[src/rtl/mem_access_unit.sv]
// mem_access_unit: load/store initiator driving a word-wide memory, sub-word stores by read-modify-write
module mem_access_unit #(
   parameter int ADDR_W = 32,
   parameter int DATA_W = 32
) (
   input  logic              Clock,
   input  logic              Resetn,
   input  logic              req_valid,
   output logic              req_ready,
   input  logic              req_we,
   input  logic [1:0]        req_size,
   input  logic              req_signed,
   input  logic [ADDR_W-1:0] req_addr,
   input  logic [DATA_W-1:0] req_wdata,
   output logic              resp_valid,
   output logic [DATA_W-1:0] resp_rdata,
   output logic              resp_err,
   output logic [ADDR_W-1:0] mem_addr,
   output logic              mem_rw,
   output logic [DATA_W-1:0] mem_wdata,
   input  logic [DATA_W-1:0] mem_rdata
);
   typedef enum logic [2:0] {IDLE, RD, RMW, WR, RESP} state_t;
   state_t            r_state;
   logic              r_ready, r_valid, r_err, r_in_wr, r_signed;
   logic [DATA_W-1:0] r_rdata, r_mem_wdata;
   logic [ADDR_W-1:0] r_mem_addr;
   logic [1:0]        r_lane, r_size;
   logic [15:0]       r_wdata;
   logic              w_err;
   logic [4:0]        w_bsh, w_hsh;
   logic [7:0]        w_byte;
   logic [15:0]       w_half;
   logic [DATA_W-1:0] w_ext, w_mask, w_ins, w_merged;
   assign req_ready  = r_ready;
   assign resp_valid = r_valid;
   assign resp_err   = r_err;
   assign resp_rdata = r_rdata;
   assign mem_addr   = r_mem_addr;
   assign mem_wdata  = r_mem_wdata;
   // a write already scheduled for this edge is dropped if reset is asserted
   assign mem_rw     = r_in_wr & Resetn;
   assign w_err = (req_size == 2'b11) | (req_size == 2'b01 & req_addr[0]) |
                  (req_size == 2'b10 & |req_addr[1:0]);
   assign w_bsh  = {r_lane, 3'b000};
   assign w_hsh  = {r_lane[1], 4'b0000};
   assign w_byte = 8'(mem_rdata >> w_bsh);
   assign w_half = 16'(mem_rdata >> w_hsh);
   always_comb begin
      w_ext    = (r_size == 2'b00) ? {{(DATA_W-8){r_signed & w_byte[7]}}, w_byte} :
                 (r_size == 2'b01) ? {{(DATA_W-16){r_signed & w_half[15]}}, w_half} : mem_rdata;
      w_mask   = (r_size == 2'b00) ? DATA_W'(32'hFF) << w_bsh : DATA_W'(32'hFFFF) << w_hsh;
      w_ins    = (r_size == 2'b00) ? DATA_W'(r_wdata[7:0]) << w_bsh : DATA_W'(r_wdata) << w_hsh;
      w_merged = (mem_rdata & ~w_mask) | w_ins;
   end
   always_ff @(posedge Clock) begin
      if (!Resetn) begin
         r_state     <= IDLE;
         r_ready     <= 1'b1;
         r_valid     <= 1'b0;
         r_err       <= 1'b0;
         r_in_wr     <= 1'b0;
         r_rdata     <= '0;
         r_mem_addr  <= '0;
         r_mem_wdata <= '0;
         r_lane      <= '0;
         r_size      <= '0;
         r_signed    <= 1'b0;
         r_wdata     <= '0;
      end else begin
         case (r_state)
            IDLE: if (req_valid) begin
               r_lane   <= req_addr[1:0];
               r_size   <= req_size;
               r_signed <= req_signed;
               r_wdata  <= req_wdata[15:0];
               r_ready  <= 1'b0;
               if (w_err) begin
                  r_state <= RESP;
                  r_valid <= 1'b1;
                  r_err   <= 1'b1;
               end else begin
                  r_mem_addr <= {req_addr[ADDR_W-1:2], 2'b00};
                  if (!req_we) r_state <= RD;
                  else if (req_size == 2'b10) begin
                     r_state     <= WR;
                     r_in_wr     <= 1'b1;
                     r_mem_wdata <= req_wdata;
                  end else r_state <= RMW;
               end
            end
            RD: begin
               r_state    <= RESP;
               r_rdata    <= w_ext;
               r_valid    <= 1'b1;
               r_mem_addr <= '0;
            end
            RMW: begin
               r_state     <= WR;
               r_mem_wdata <= w_merged;
               r_in_wr     <= 1'b1;
            end
            WR: begin
               r_state     <= RESP;
               r_in_wr     <= 1'b0;
               r_valid     <= 1'b1;
               r_mem_addr  <= '0;
               r_mem_wdata <= '0;
            end
            RESP: begin
               r_state <= IDLE;
               r_ready <= 1'b1;
               r_valid <= 1'b0;
               r_err   <= 1'b0;
               r_rdata <= '0;
            end
            default: r_state <= IDLE;
         endcase
      end
   end
endmodule

[config.mk]
export PLATFORM = sky130hd
export DESIGN_NAME = mem_access_unit
export DESIGN_NICKNAME = d
export VERILOG_FILES = /design/src/rtl/mem_access_unit.sv
export SDC_FILE = /design/constraint.sdc
export NUM_CORES = 1
export LEC_CHECK = 0
export ABC_AREA = 0
export BUFFER_PORTS_ARGS = -buffer_cell sky130_fd_sc_hd__buf_2
export CAP_MARGIN = 30
export CELL_PAD_IN_SITES_DETAIL_PLACEMENT = 1
export CELL_PAD_IN_SITES_GLOBAL_PLACEMENT = 2
export CORE_ASPECT_RATIO = 0.5
export CORE_UTILIZATION = 25
export CTS_CLUSTER_SIZE = 25
export DETAILED_ROUTE_END_ITERATION = 6
export PLACE_DENSITY = 0.77
export SLEW_MARGIN = 40
export SYNTH_ARGS = -nofsm -noshare
export SYNTH_HDL_FRONTEND = slang
export SYNTH_SLANG_ARGS = --single-unit
[constraint.sdc]
create_clock -name Clock -period 1.7 [get_ports Clock]
set_clock_uncertainty 0.15 [all_clocks]
set_input_delay 0 -clock Clock [delete_from_list [all_inputs] [get_ports Clock]]
set_output_delay 0 -clock Clock [all_outputs]
set_load 0.05 [all_outputs]
# --- Yosys cells after proc, flatten, opt, wreduce, memory -nomap -nowiden ---
# Cells that the tools add are included.
op_classes:
  n_bitwise: 10
  shift: 6
  n_mul: 0
  eq_ne: 13
  mux: 29
  reduce_logical: 15
  add_sub_neg: 0
  div_mod_pow: 0
  order_cmp: 0
op_table:
  columns: ["cell", "count"]
  rows:
  - ["$mux W32", 10]
  - ["$pmux W32 S2", 2]
  - ["$pmux W32 S3", 1]
  - ["$and A32 B32 Y32", 1]
  - ["$not A32 Y32", 1]
  - ["$or A32 B32 Y32", 1]
  - ["$shl A16 B5 Y32", 1]
  - ["$shl A16 B5 Y32 const A", 1]
  - ["$shl A8 B5 Y32", 1]
  - ["$shl A8 B5 Y32 const A", 1]
  - ["$shr A32 B5 Y16", 1]
  - ["$shr A32 B5 Y8", 1]
  - ["$ne A2 B2 Y1 const B", 5]
  - ["$pmux W3 S3", 1]
  - ["$reduce_and A3 Y1", 3]
  - ["$mux W1", 8]
  - ["$eq A3 B2 Y1 const B", 2]
  - ["$mux W3", 2]
  - ["$pmux W1 S3", 2]
  - ["$reduce_bool A2 Y1", 3]
  - ["$reduce_bool A3 Y1", 2]
  - ["$and A1 B1 Y1", 5]
  - ["$reduce_and A5 Y1", 1]
  - ["$eq A2 B1 Y1 const B", 2]
  - ["other kinds (10)", 15]
totals:
  mem_count: 0
  latch_bits: 0
  inputBits: 103
  ff_bits: 124
  elab_cells: 85
  out_inout_bits: 100
  mem_bits_rw: 0
  romBits: 0

# --- Depth between registers and ports, before layout ---
# Gate-level depths: netlist of run 1.
logic_depth:
  ltp_word: 7
  mapped_depth: 7
  depth_no_buf: 4

# --- Worst setup path after synthesis of run 1 ---
# OpenSTA, ideal clock, no wires.
synth_path:
  path_kind: "reg-to-reg"
  from: "reg r_lane[0]"
  to: "reg r_rdata[21] (netlist: resp_rdata[21])"
  required_ps: 1428
  setup_time_ps: 122
  period_less_slack_ps: 1785
  stages_incl_launch_ff: 7
  arrival_time_ps: 1513
  n_path_buf: 2
  slack_ps: -85
  cell_sequence: "dfxtp_1 -> buf_6 -> mux4_2 -> nor2_2 -> a211oi_2 -> buf_6 -> a221o_1"
synth_between:
  elab_chain_len: 4
synth_rtl:
  columns: ["item", "line_no", "text"]
  rows:
  - ["start, declared", "28", "logic [1:0] r_lane, r_size;"]
  - ["start signal, assigned", "73", "r_lane <= req_addr[1:0];"]
  - ["$shr A32 B5 Y8", "47", "assign w_byte = 8'(mem_rdata >> w_bsh);"]
  - ["$and A1 B1 Y1", "50", "w_ext = (r_size == 2'b00) ? {{(DATA_W-8){r_signed & w_byte[7]}}, w_byte} :"]
  - ["$mux W32", "50", null]
  - ["$pmux W32 S2", "71", "case (r_state)"]
  - ["end signal, assigned", "94", "r_rdata <= w_ext;"]
  - ["end, declared", "26", "logic [DATA_W-1:0] r_rdata, r_mem_wdata;"]
# No other way between the ends.
# A chain may end at the register's enable or synchronous reset.

# --- Final worst setup path of run 1 ---
layout_path:
  from: "reg r_state[0]"
  to: "reg r_mem_wdata[25] (netlist: mem_wdata[25])"
layout_between:
  elab_chain_len: 3
  word_cells_on_any_way: 10
  classes_between: "eq/ne: 6; mux: 1; reduce/logical: 3"
layout_rtl:
  columns: ["item", "line_no", "text"]
  rows:
  - ["start, declared", "24", "state_t r_state;"]
  - ["start signal, assigned", "58", "r_state <= IDLE;"]
  - ["start signal, assigned", "79", "r_state <= RESP;"]
  - ["start signal, assigned", "84", "if (!req_we) r_state <= RD;"]
  - ["$eq A3 B2 Y1 / $logic_not A3 Y1 (equally long branches)", "71", null]
  - ["$reduce_bool A3 Y1 (no line) / $ne A2 B2 Y1 (equally long branches)", null, null]
  - ["$reduce_and A5 Y1 (no line)", null, null]
  - ["end signal, assigned", "88", "r_mem_wdata <= req_wdata;"]
  - ["end signal, assigned", "100", "r_mem_wdata <= w_merged;"]
  - ["end, declared", "26", null]
# Several ways; a longest one is shown, not always the timed one.

==> results of run 1 <==
-- per-stage QoR --
| stage | hold WS (ns) | instances | total power, uW | instance area [sq um] |
|---|---|---|---|---|
| 2_1_floorplan | -0.0140 | 673 | 4260 | 5550 |
| 3_3_place_gp | 0.0899 | 1177 | 4940 | 7260 |
| 3_5_place_dp | 0.0974 | 1177 | 4960 | 7260 |
| 4_1_cts | 0.170 | 1315 | 9380 | 9040 |
| 5_1_grt | 0.200 | 1325 | 9910 | 9660 |
| 6_report | 0.203 | 1325 | 9560 | 9660 |
-- worst paths after layout --
| path | start | endpoint | cells after the start |
|---|---|---|---|
| worst max-delay path | r_state[0]$_SDFFE_PN0P_ | mem_wdata[25]$_SDFFE_PN0P_ | 6 |
| worst max register to register | r_state[0]$_SDFFE_PN0P_ | mem_wdata[25]$_SDFFE_PN0P_ | 6 |
| worst min-delay path | req_addr[6] | mem_addr[6]$_SDFFE_PN0P_ | 4 |
| worst min register to register | req_ready$_SDFFE_PN1P_ | req_ready$_SDFFE_PN1P_ | 2 |
-- sequential cells by signal, summed over array words and instances, names as in the netlist, 2 cells and up --
name and flops:
mem_wdata 32, resp_rdata 32, mem_addr 30, r_wdata 16, r_state 3, r_lane 2
r_size 2
-- what timing repair did --
| action | in CTS | in global routing |
|---|---|---|
| setup buffers | 3 | 3 |
| cloned | 1 | 9 |
| hold buffers | 102 | 0 |
| pin swaps | 3 | 13 |
| endpoints found under the hold margin | 119 | 0 |
| gates resized for setup | 25 | 182 |
| endpoints found under the setup margin | 91 | 107 |
-- placed cells by master, fill, tap and decap left out, types with 23 or more instances in the layout --
| cell | n |
|---|---|
| clkbuf_16 | 24 |
| buf_4 | 48 |
| a21oi_1 | 37 |
| nand3_1 | 24 |
| nand2_1 | 116 |
| dlygate4sd3_1 | 102 |
| o21ai_1 | 23 |
| dfxtp_1 | 119 |
| o21ai_2 | 43 |
| buf_2 | 200 |
-- cell type report --
| cell class | count | area [sq um] | share of cell area |
|---|---|---|---|
| Clock buffer | 17 | 425 | 0.0441 |
| Clock inverter | 15 | 236 | 0.0245 |
| Inverter | 9 | 33.8 | 0.00350 |
| Multi-Input combinational cell | 483 | 3230 | 0.334 |
| Sequential cell | 122 | 2450 | 0.254 |
| Tap cell | 300 | 375 | 0.0389 |
| Timing Repair Buffer | 379 | 2910 | 0.301 |
-- power by group --
group | internal [uW] | total, uW | leakage, uW | switching, uW
clock network | 2630 | 4150 | 0.000319 | 1520
logic | 887 | 2250 | 0.00275 | 1370
registers | 3030 | 3160 | 0.000995 | 124
-- routing by layer --
layer,share of wire,vias up,track usage,wire (microns)
met3,0.057,48,0.0546,1490
met2,0.47,237,0.351,12400
met4,0.022,0,0.0843,588
met5,0,-,0,0
met1,0.45,3319,0.286,11800
li1,-,3114,-,-
-- worst max-delay path, delay by kind of cell (launching register included) --
family / cells / cell delay [ns]
AOI/OAI and AO/OA: 3 / 0.62
DFF: 1 / 0.36
buffers and inverters: 2 / 0.33
and+or+nand+nor: 1 / 0.26
-- kinds of logic after synthesis --
group	count (synthesis)
multiplexers	9
XOR/XNOR	1
flip-flops	122
AND/OR/NAND/NOR	208
buffers and inverters	68
other	1
AO/OA/AOI/OAI	263
==> impl_metrics.json, run 1 <==
{
  "drtIter0Drc": 381,
  "synth_cell_types": 45,
  "drtAntennaViolNets": 0,
  "failed_checks": "design-rule violations, negative setup slack",
  "vias_per_cell": 5.07,
  "initial_core_util": 0.255,
  "rsz0062_at_grt": "yes",
  "crit_path_top_delay_cell": "a41o_4",
  "fin_tns_setup_ns": -1.97,
  "hpwl_microns": 16700,
  "gp_congestion": 0.815,
  "nets": 1115,
  "synth_area_sq_um": 5550,
  "area_growth_pct": 74.0,
  "dieArea_sq_um": 22800,
  "p_per_area_nw_per_um2": 990,
  "crit_path_max_fanout": 8,
  "synth-edff-count": 0,
  "fin_util": 0.444,
  "root_buffer": "clkbuf_16",
  "drv_slew": 0,
  "drc": 1,
  "crit_path_end_kind": "flop",
  "synth_top_family_by_area": "compound AO/OA/AOI/OAI gates",
  "yosysTopAreaCell": "dfxtp_1",
  "finalSetupViolCount": 57,
  "wl_per_cell_microns": 19.8,
  "synth_compound_area_frac": 0.295,
  "synth_seq_area_share": 0.440,
  "cts_tree": "yes",
  "cp_data_arrival_time_ns": 2.01,
  "ys_async_sr_fraction": 0,
  "synthCells": 672,
  "die_w_microns": 213,
  "required_ns": 1.91,
  "yosys.area.top_type_share": 0.440,
  "antennaDiodeCount": 0,
  "start_kind": "flop",
  "wirelength_microns": 26300,
  "syn_avg_cell_area_sq_um": 8.26,
  "setup_ws_ns": -0.0995,
  "synth.most_common_cell": "nand2_1",
  "max_cap_viol_count": 0,
  "synth.top_cells.by_count": "125 x nand2_1, 122 x dfxtp_1, 86 x o21ai_0",
  "synth-simple-area-share": 0.177,
  "cts_buffers": 17,
  "cellLeakagePower_uw": 0.00406,
  "nFillCells": 2529,
  "portBuffers": 200,
  "path_clk_slew_ns": 0.07,
  "pin_count": 203,
  "grt_pass1_vias": 6727,
  "ir_worst_vdd_uv": 602,
  "fin_crit_sh": 1.06,
  "yosysWarnings": 0,
  "place_ws_ns": -0.145,
  "clockBufferDepth": 2,
  "coreArea_sq_um": 21700,
  "cp_slowest_stage_delay_ns": 0.38,
  "synth_xor_area_frac": 0.00158,
  "muxShareOfSynthArea": 0.0298,
  "outcome": "finished with violations",
  "dr_total_vias": 6718,
  "period_minus_slack_ns": 1.80,
  "synth_area_leaders": "dfxtp_1 44%, nand2_1 8.5%, o21ai_0 7.8%",
  "hold_viol": 0,
  "drive_gt1_frac": 0.410,
  "gr-total-overflow": 0,
  "grt_pass1_wl_microns": 37800,
  "synth_flop_cell": "dfxtp_1",
  "fmax_mhz": 556,
  "antenna_found_initial": 0,
  "cts_max_level": 4,
  "rows": 38,
  "hold_path.class": "in2reg",
  "path_cells": "buf_6 -> nor4b_4 -> a41o_4 -> clkbuf_16 -> o21ai_2 -> a21oi_1",
  "dr.pass1.iters": 6,
  "grt.total_usage": 0.220,
  "clk_latency_ns": 0.44,
  "r2r_slack_ns": -0.1,
  "grt_max_degree": 36,
  "cts_sinks": 122,
  "crit_type": "reg2reg",
  "dieHeight_microns": 107,
  "postSynthRegisterBits": 122,
  "synth_fa_ha_area_frac": 0
}
No activity file was read; power rests on OpenSTA's default activity.
==> inputs of run 2 (changes only) <==
--- a/config.mk
+++ b/config.mk
@@ -19,3 +19,4 @@
 export SYNTH_ARGS = -nofsm -noshare
 export SYNTH_HDL_FRONTEND = slang
 export SYNTH_SLANG_ARGS = --single-unit
+export TNS_END_PERCENT = 5
==> run 2 against run 1 <==
  * The run ends with negative setup slack left
  * Non-clock buffer count is 3 lower
  * Largest cell class unchanged
  * Sequential power is essentially flat
  * Hold slack improved by 0.017 ns
  * Via count shrank 1.6%
  * Global-route usage fell by 0.20 points
  * Die area stayed put
==> impl_metrics.json, run 2 (synthesis gave the netlist of run 1 again) <==
{
  "intPower_uw": 6320,
  "nets": 1112,
  "crit_path_max_fanout": 16,
  "gr-total-overflow": 0,
  "finalSetupViolCount": 53,
  "post-place-cells": 1181,
  "fmax_mhz": 567,
  "clockBufferDepth": 2,
  "path_cells": "mux4_2 -> nor2_2 -> a211oi_2 -> buf_6 -> a221o_1",
  "drive_gt1_frac": 0.327,
  "register_area_sq_um": 2450,
  "antenna_found_initial": 0,
  "cellLeakagePower_uw": 0.00389,
  "hpwl_microns": 16800,
  "area_growth_pct": 63.2,
  "hold_viol": 0,
  "layout_commonest_cell": "buf_2",
  "clk_latency_ns": 0.42,
  "fin_crit_sh": 1.04,
  "cp_slowest_stage_delay_ns": 0.54,
  "whs_ns": 0.220,
  "rsz0062_at_grt": "yes",
  "dr_total_vias": 6611,
  "drv_slew": 0,
  "failed_checks": "negative setup slack",
  "initial_core_util": 0.255,
  "portBuffers": 200,
  "stdcell_count": 1323,
  "outcome": "finished with violations",
  "cts_max_level": 4,
  "drtIter0Drc": 290,
  "nFillCells": 2626,
  "pin_count": 203,
  "combPwrFrac": 0.224,
  "period_minus_slack_ns": 1.76,
  "cp_data_arrival_time_ns": 1.92,
  "grt_pass1_vias": 6924,
  "drc": 0,
  "fin_util": 0.417,
  "vias_per_cell": 5.00,
  "wl_per_cell_microns": 18.6,
  "power_frac_seq": 0.345,
  "grt.total_usage": 0.218,
  "grt_max_degree": 34,
  "coreArea_sq_um": 21700,
  "die_w_microns": 213,
  "multiInputGateArea_sq_um": 2840,
  "swShare": 0.307,
  "path_clk_slew_ns": 0.06,
  "max_cap_viol_count": 0,
  "clockPowerShare": 0.431,
  "cts_buffers": 17,
  "crit_path_top_delay_cell": "mux4_2",
  "cts_sinks": 122,
  "dieArea_sq_um": 22800,
  "worst-path-buf-inv": 1,
  "p_sw_uw": 2800,
  "critical_path.top_delay_family": "multiplexers",
  "dr.pass1.iters": 5,
  "rows": 38,
  "drtAntennaViolNets": 0,
  "required_ns": 1.85,
  "setup_ws_ns": -0.0627,
  "grt_pass1_wl_microns": 38100,
  "root_buffer": "clkbuf_16",
  "ir_worst_vdd_uv": 697,
  "hold_path.class": "in2reg",
  "start_kind": "flop",
  "p_per_area_nw_per_um2": 1010,
  "gp_congestion": 0.817,
  "mostFrequentLayoutCells": "200 x buf_2, 125 x nand2_1, 118 x dfxtp_1, 102 x dlygate4sd3_1",
  "crit_type": "reg2reg",
  "cts_tree": "yes",
  "fin_tns_setup_ns": -1.92,
  "wirelength_microns": 24700,
  "dieHeight_microns": 107,
  "crit_path_end_kind": "flop",
  "finalPower_uw": 9120
}
==> run 2: cell count changes in the layout (fill, tap and decap cells not counted), sizes merged <==
cell,before,now
bufinv,5,4
clkbuf,24,18
buf,270,274
diode,0,1
inv,13,11
clkinvlp,1,4
clkinv,5,4
==> run 2: final timing paths <==
check,start,endpoint,slack (ns),cells after the start
setup / recovery,r_lane[0]$_SDFFE_PN0P_,resp_rdata[31]$_SDFFE_PN0P_,-0.06,5
setup reg to reg,r_lane[0]$_SDFFE_PN0P_,resp_rdata[31]$_SDFFE_PN0P_,-0.06,5
hold / removal,req_addr[27],mem_addr[27]$_SDFFE_PN0P_,0.22,4
hold reg to reg,mem_addr[13]$_SDFFE_PN0P_,mem_addr[13]$_SDFFE_PN0P_,0.30,2
==> run 2: worst register-to-register path: cells and delay by family, from the launching register on <==
kind | cells | cell delay, ns
simple gates | 1 | 0.12
mux | 1 | 0.54
compound gates | 2 | 0.33
buf+inv | 1 | 0.17
flops | 1 | 0.34
==> run 2: area by class of cell <==
type | instances | area share
Antenna cell | 1 | 0.000276
Clock buffer | 18 | 0.0485
Clock inverter | 14 | 0.0215
Inverter | 9 | 0.00373
Multi-Input combinational cell | 483 | 0.314
Sequential cell | 122 | 0.270
Tap cell | 300 | 0.0414
Timing Repair Buffer | 376 | 0.300
==> run 2: power by group through the flow <==
stage | Combinational, uW | Sequential, uW | Clock (uW)
2_1_floorplan | 648 | 3610 | 0
3_3_place_gp | 1730 | 3200 | 0
3_5_place_dp | 1760 | 3200 | 0
4_1_cts | 2020 | 3140 | 4030
5_1_grt | 2180 | 3160 | 4160
6_report | 2050 | 3140 | 3930
==> run 2: through the flow <==
step                      worst slack, ns  instance area (sq um)
after floorplan                   -0.0848                   5550
after global placement            -0.0739                   7260
after detailed placement           -0.137                   7260
after CTS                         -0.0751                   9040
after global routing               -0.148                   9060
final                             -0.0627                   9060
==> run 2: repair_timing <==
| action | 4_1_cts | 5_1_grt |
|---|---|---|
| buffers inserted | 4 | 1 |
| pin swaps | 3 | 1 |
| resized for setup | 18 | 29 |
| hold buffers | 102 | 0 |
| gates cloned | 2 | 0 |
| endpoints found under the setup margin | 84 | 117 |
| endpoints found under the hold margin | 118 | 0 |
==> run 2: metal layers <==
layer	routed length, microns	part of all wire	vias up	GRT usage
met5	0	0	-	0
met4	547	0.022	0	0.0822
met3	1350	0.055	52	0.0516
met2	11600	0.47	216	0.359
met1	11100	0.45	3232	0.277
li1	-	-	3111	-
==> inputs of run 3 (changes only) <==
--- a/config.mk
+++ b/config.mk
@@ -11,10 +11,10 @@
 export CELL_PAD_IN_SITES_DETAIL_PLACEMENT = 1
 export CELL_PAD_IN_SITES_GLOBAL_PLACEMENT = 2
 export CORE_ASPECT_RATIO = 0.5
-export CORE_UTILIZATION = 25
+export CORE_UTILIZATION = 28
 export CTS_CLUSTER_SIZE = 25
 export DETAILED_ROUTE_END_ITERATION = 6
-export PLACE_DENSITY = 0.77
+export PLACE_DENSITY = 0.82
 export SLEW_MARGIN = 40
 export SYNTH_ARGS = -nofsm -noshare
 export SYNTH_HDL_FRONTEND = slang
==> constraint.sdc (replaced) <==
create_clock -name Clock -period 1.9 [get_ports Clock]
set_clock_uncertainty 0.15 [all_clocks]
set_input_delay 0 -clock Clock [delete_from_list [all_inputs] [get_ports Clock]]
set_output_delay 0 -clock Clock [all_outputs]
set_load 0.05 [all_outputs]
==> run 3 against run 2 <==
  * Count of clock-buffer cells in the layout rose by 3
  * Global-route usage rose by 1.3 points
  * Largest power group unchanged
  * Sequential share of layout area rose by 1.1 points
  * Non-clock buffer count fell by 32
  * The run now ends clean
  * First-iteration DRC count rose by 55%
  * Via count fell by 2.2%
  * Clock power fell by 12%
==> impl_metrics.json, run 3 (synthesis gave the netlist of run 1 again) <==
{
  "p_per_area_nw_per_um2": 921,
  "max_cap_viol_count": 0,
  "gr-total-overflow": 0,
  "path_cells": "buf_4 -> buf_4 -> nor3b_4 -> buf_4 -> nand3_1 -> a31oi_1",
  "root_buffer": "clkbuf_16",
  "grt_max_degree": 61,
  "fin_crit_sh": 0.975,
  "hold_path.class": "in2reg",
  "ir_worst_vdd_uv": 627,
  "drv_slew": 0,
  "grt.total_usage": 0.231,
  "vias_per_cell": 5.18,
  "drtAntennaViolNets": 0,
  "rsz0062_at_grt": "yes",
  "wirelength_microns": 23800,
  "cts_buffers": 17,
  "cts_max_level": 4,
  "cp_data_arrival_time_ns": 2.04,
  "dr.pass1.iters": 5,
  "cts_sinks": 122,
  "mostFrequentLayoutCells": "199 x buf_2, 125 x nand2_1, 122 x dfxtp_1, 102 x dlygate4sd3_1, 79 x o21ai_0",
  "place_ws_ns": -0.00447,
  "period_minus_slack_ns": 1.85,
  "drive_gt1_frac": 0.298,
  "antennaDiodeCount": 0,
  "pin_count": 203,
  "rows": 35,
  "die_w_microns": 201,
  "path_clk_slew_ns": 0.06,
  "crit_path_max_fanout": 25,
  "hold_viol": 0,
  "stdcell_count": 1249,
  "cts_setup_buffers": 0,
  "setup_ws_ns": 0.0473,
  "cts_tree": "yes",
  "dieHeight_microns": 102,
  "dpl_cell_area_sq_um": 7020,
  "clockBufferDepth": 2,
  "nets": 1080,
  "fmax_mhz": 540,
  "drc": 0,
  "worst_pin_slew_ns": 0.727,
  "dieArea_sq_um": 20400,
  "clk_latency_ns": 0.41,
  "start_kind": "flop",
  "coreArea_sq_um": 18900,
  "grt_pass1_wl_microns": 36200,
  "drtIter0Drc": 449,
  "layout_commonest_cell": "buf_2",
  "antenna_found_initial": 0,
  "wl_per_cell_microns": 19.0,
  "outcome": "finished, final reports clean",
  "crit_type": "reg2reg",
  "dr_total_vias": 6468,
  "required_ns": 2.09,
  "grt_pass1_vias": 6475,
  "slew_headroom": 0.514,
  "post-place-cells": 1115,
  "fin_area_sq_um": 8670,
  "area_growth_pct": 56.3,
  "portBuffers": 200,
  "hpwl_microns": 16000,
  "cp_slowest_stage_delay_ns": 0.33,
  "crit_path_top_delay_cell": "buf_4",
  "cellLeakagePower_uw": 0.00368,
  "crit_path_end_kind": "flop",
  "nFillCells": 2282,
  "initial_core_util": 0.293,
  "gp_congestion": 0.828,
  "finalPower_uw": 7990,
  "crit_top_cell": "buf_4",
  "finalSetupViolCount": 0
}
-- run 3: cell type report --
type | count | area [sq um] | area share
Clock buffer | 21 | 450 | 0.0519
Clock inverter | 11 | 170 | 0.0196
Inverter | 9 | 33.8 | 0.00389
Multi-Input combinational cell | 483 | 2840 | 0.327
Sequential cell | 122 | 2440 | 0.282
Tap cell | 259 | 324 | 0.0374
Timing Repair Buffer | 344 | 2420 | 0.279
-- run 3: what timing repair did --
item                       4_1_cts  5_1_grt
gates resized for setup          1       13
hold endpoints to repair       117        0
hold buffers                   102        0
setup endpoints to repair        1       23
-- run 3: per-layer routing --
metal,part of all wire,GRT usage,wire [microns],up-vias
met4,0.014,0.0763,336,0
met5,0,0,0,-
met1,0.46,0.302,10900,3172
met2,0.46,0.384,11000,233
met3,0.065,0.0479,1540,29
li1,-,-,-,3034
-- run 3: path summary, 6_finish.rpt --
kind                                  from                          to  slack (ns)  cells after the start
setup / recovery   r_state[2]$_SDFFE_PN0P_   mem_wdata[3]$_SDFFE_PN0P_        0.05                      6
hold / removal                      Resetn  resp_rdata[7]$_SDFFE_PN0P_        0.11                      4
hold reg to reg   mem_addr[5]$_SDFFE_PN0P_    mem_addr[5]$_SDFFE_PN0P_        0.30                      2
setup reg to reg   r_state[2]$_SDFFE_PN0P_   mem_wdata[3]$_SDFFE_PN0P_        0.05                      6
-- run 3: through the flow --
step / hold WS [ns] / utilization / setup TNS [ns]
global route: 0.112 / 0.459 / -0.0190
finish: 0.107 / 0.459 / 0
floorplan: -0.0140 / - / 0
detailed placement: 0.0988 / 0.371 / -0.00447
CTS: 0.100 / 0.458 / 0
global placement: 0.0894 / 0.371 / -0.947
-- run 3: report_power, final --
part | switching [uW] | leakage (uW) | total, uW | internal, uW
logic | 1100 | 0.00239 | 1720 | 617
clock network | 1230 | 0.000293 | 3460 | 2230
registers | 94.9 | 0.000993 | 2810 | 2710
-- run 3: worst max-delay path, delay by kind of cell (launching register included) --
family | cells | cell delay, ns
buffers and inverters | 3 | 0.66
and+or+nand+nor | 2 | 0.48
AOI/OAI and AO/OA | 1 | 0.18
DFF | 1 | 0.31
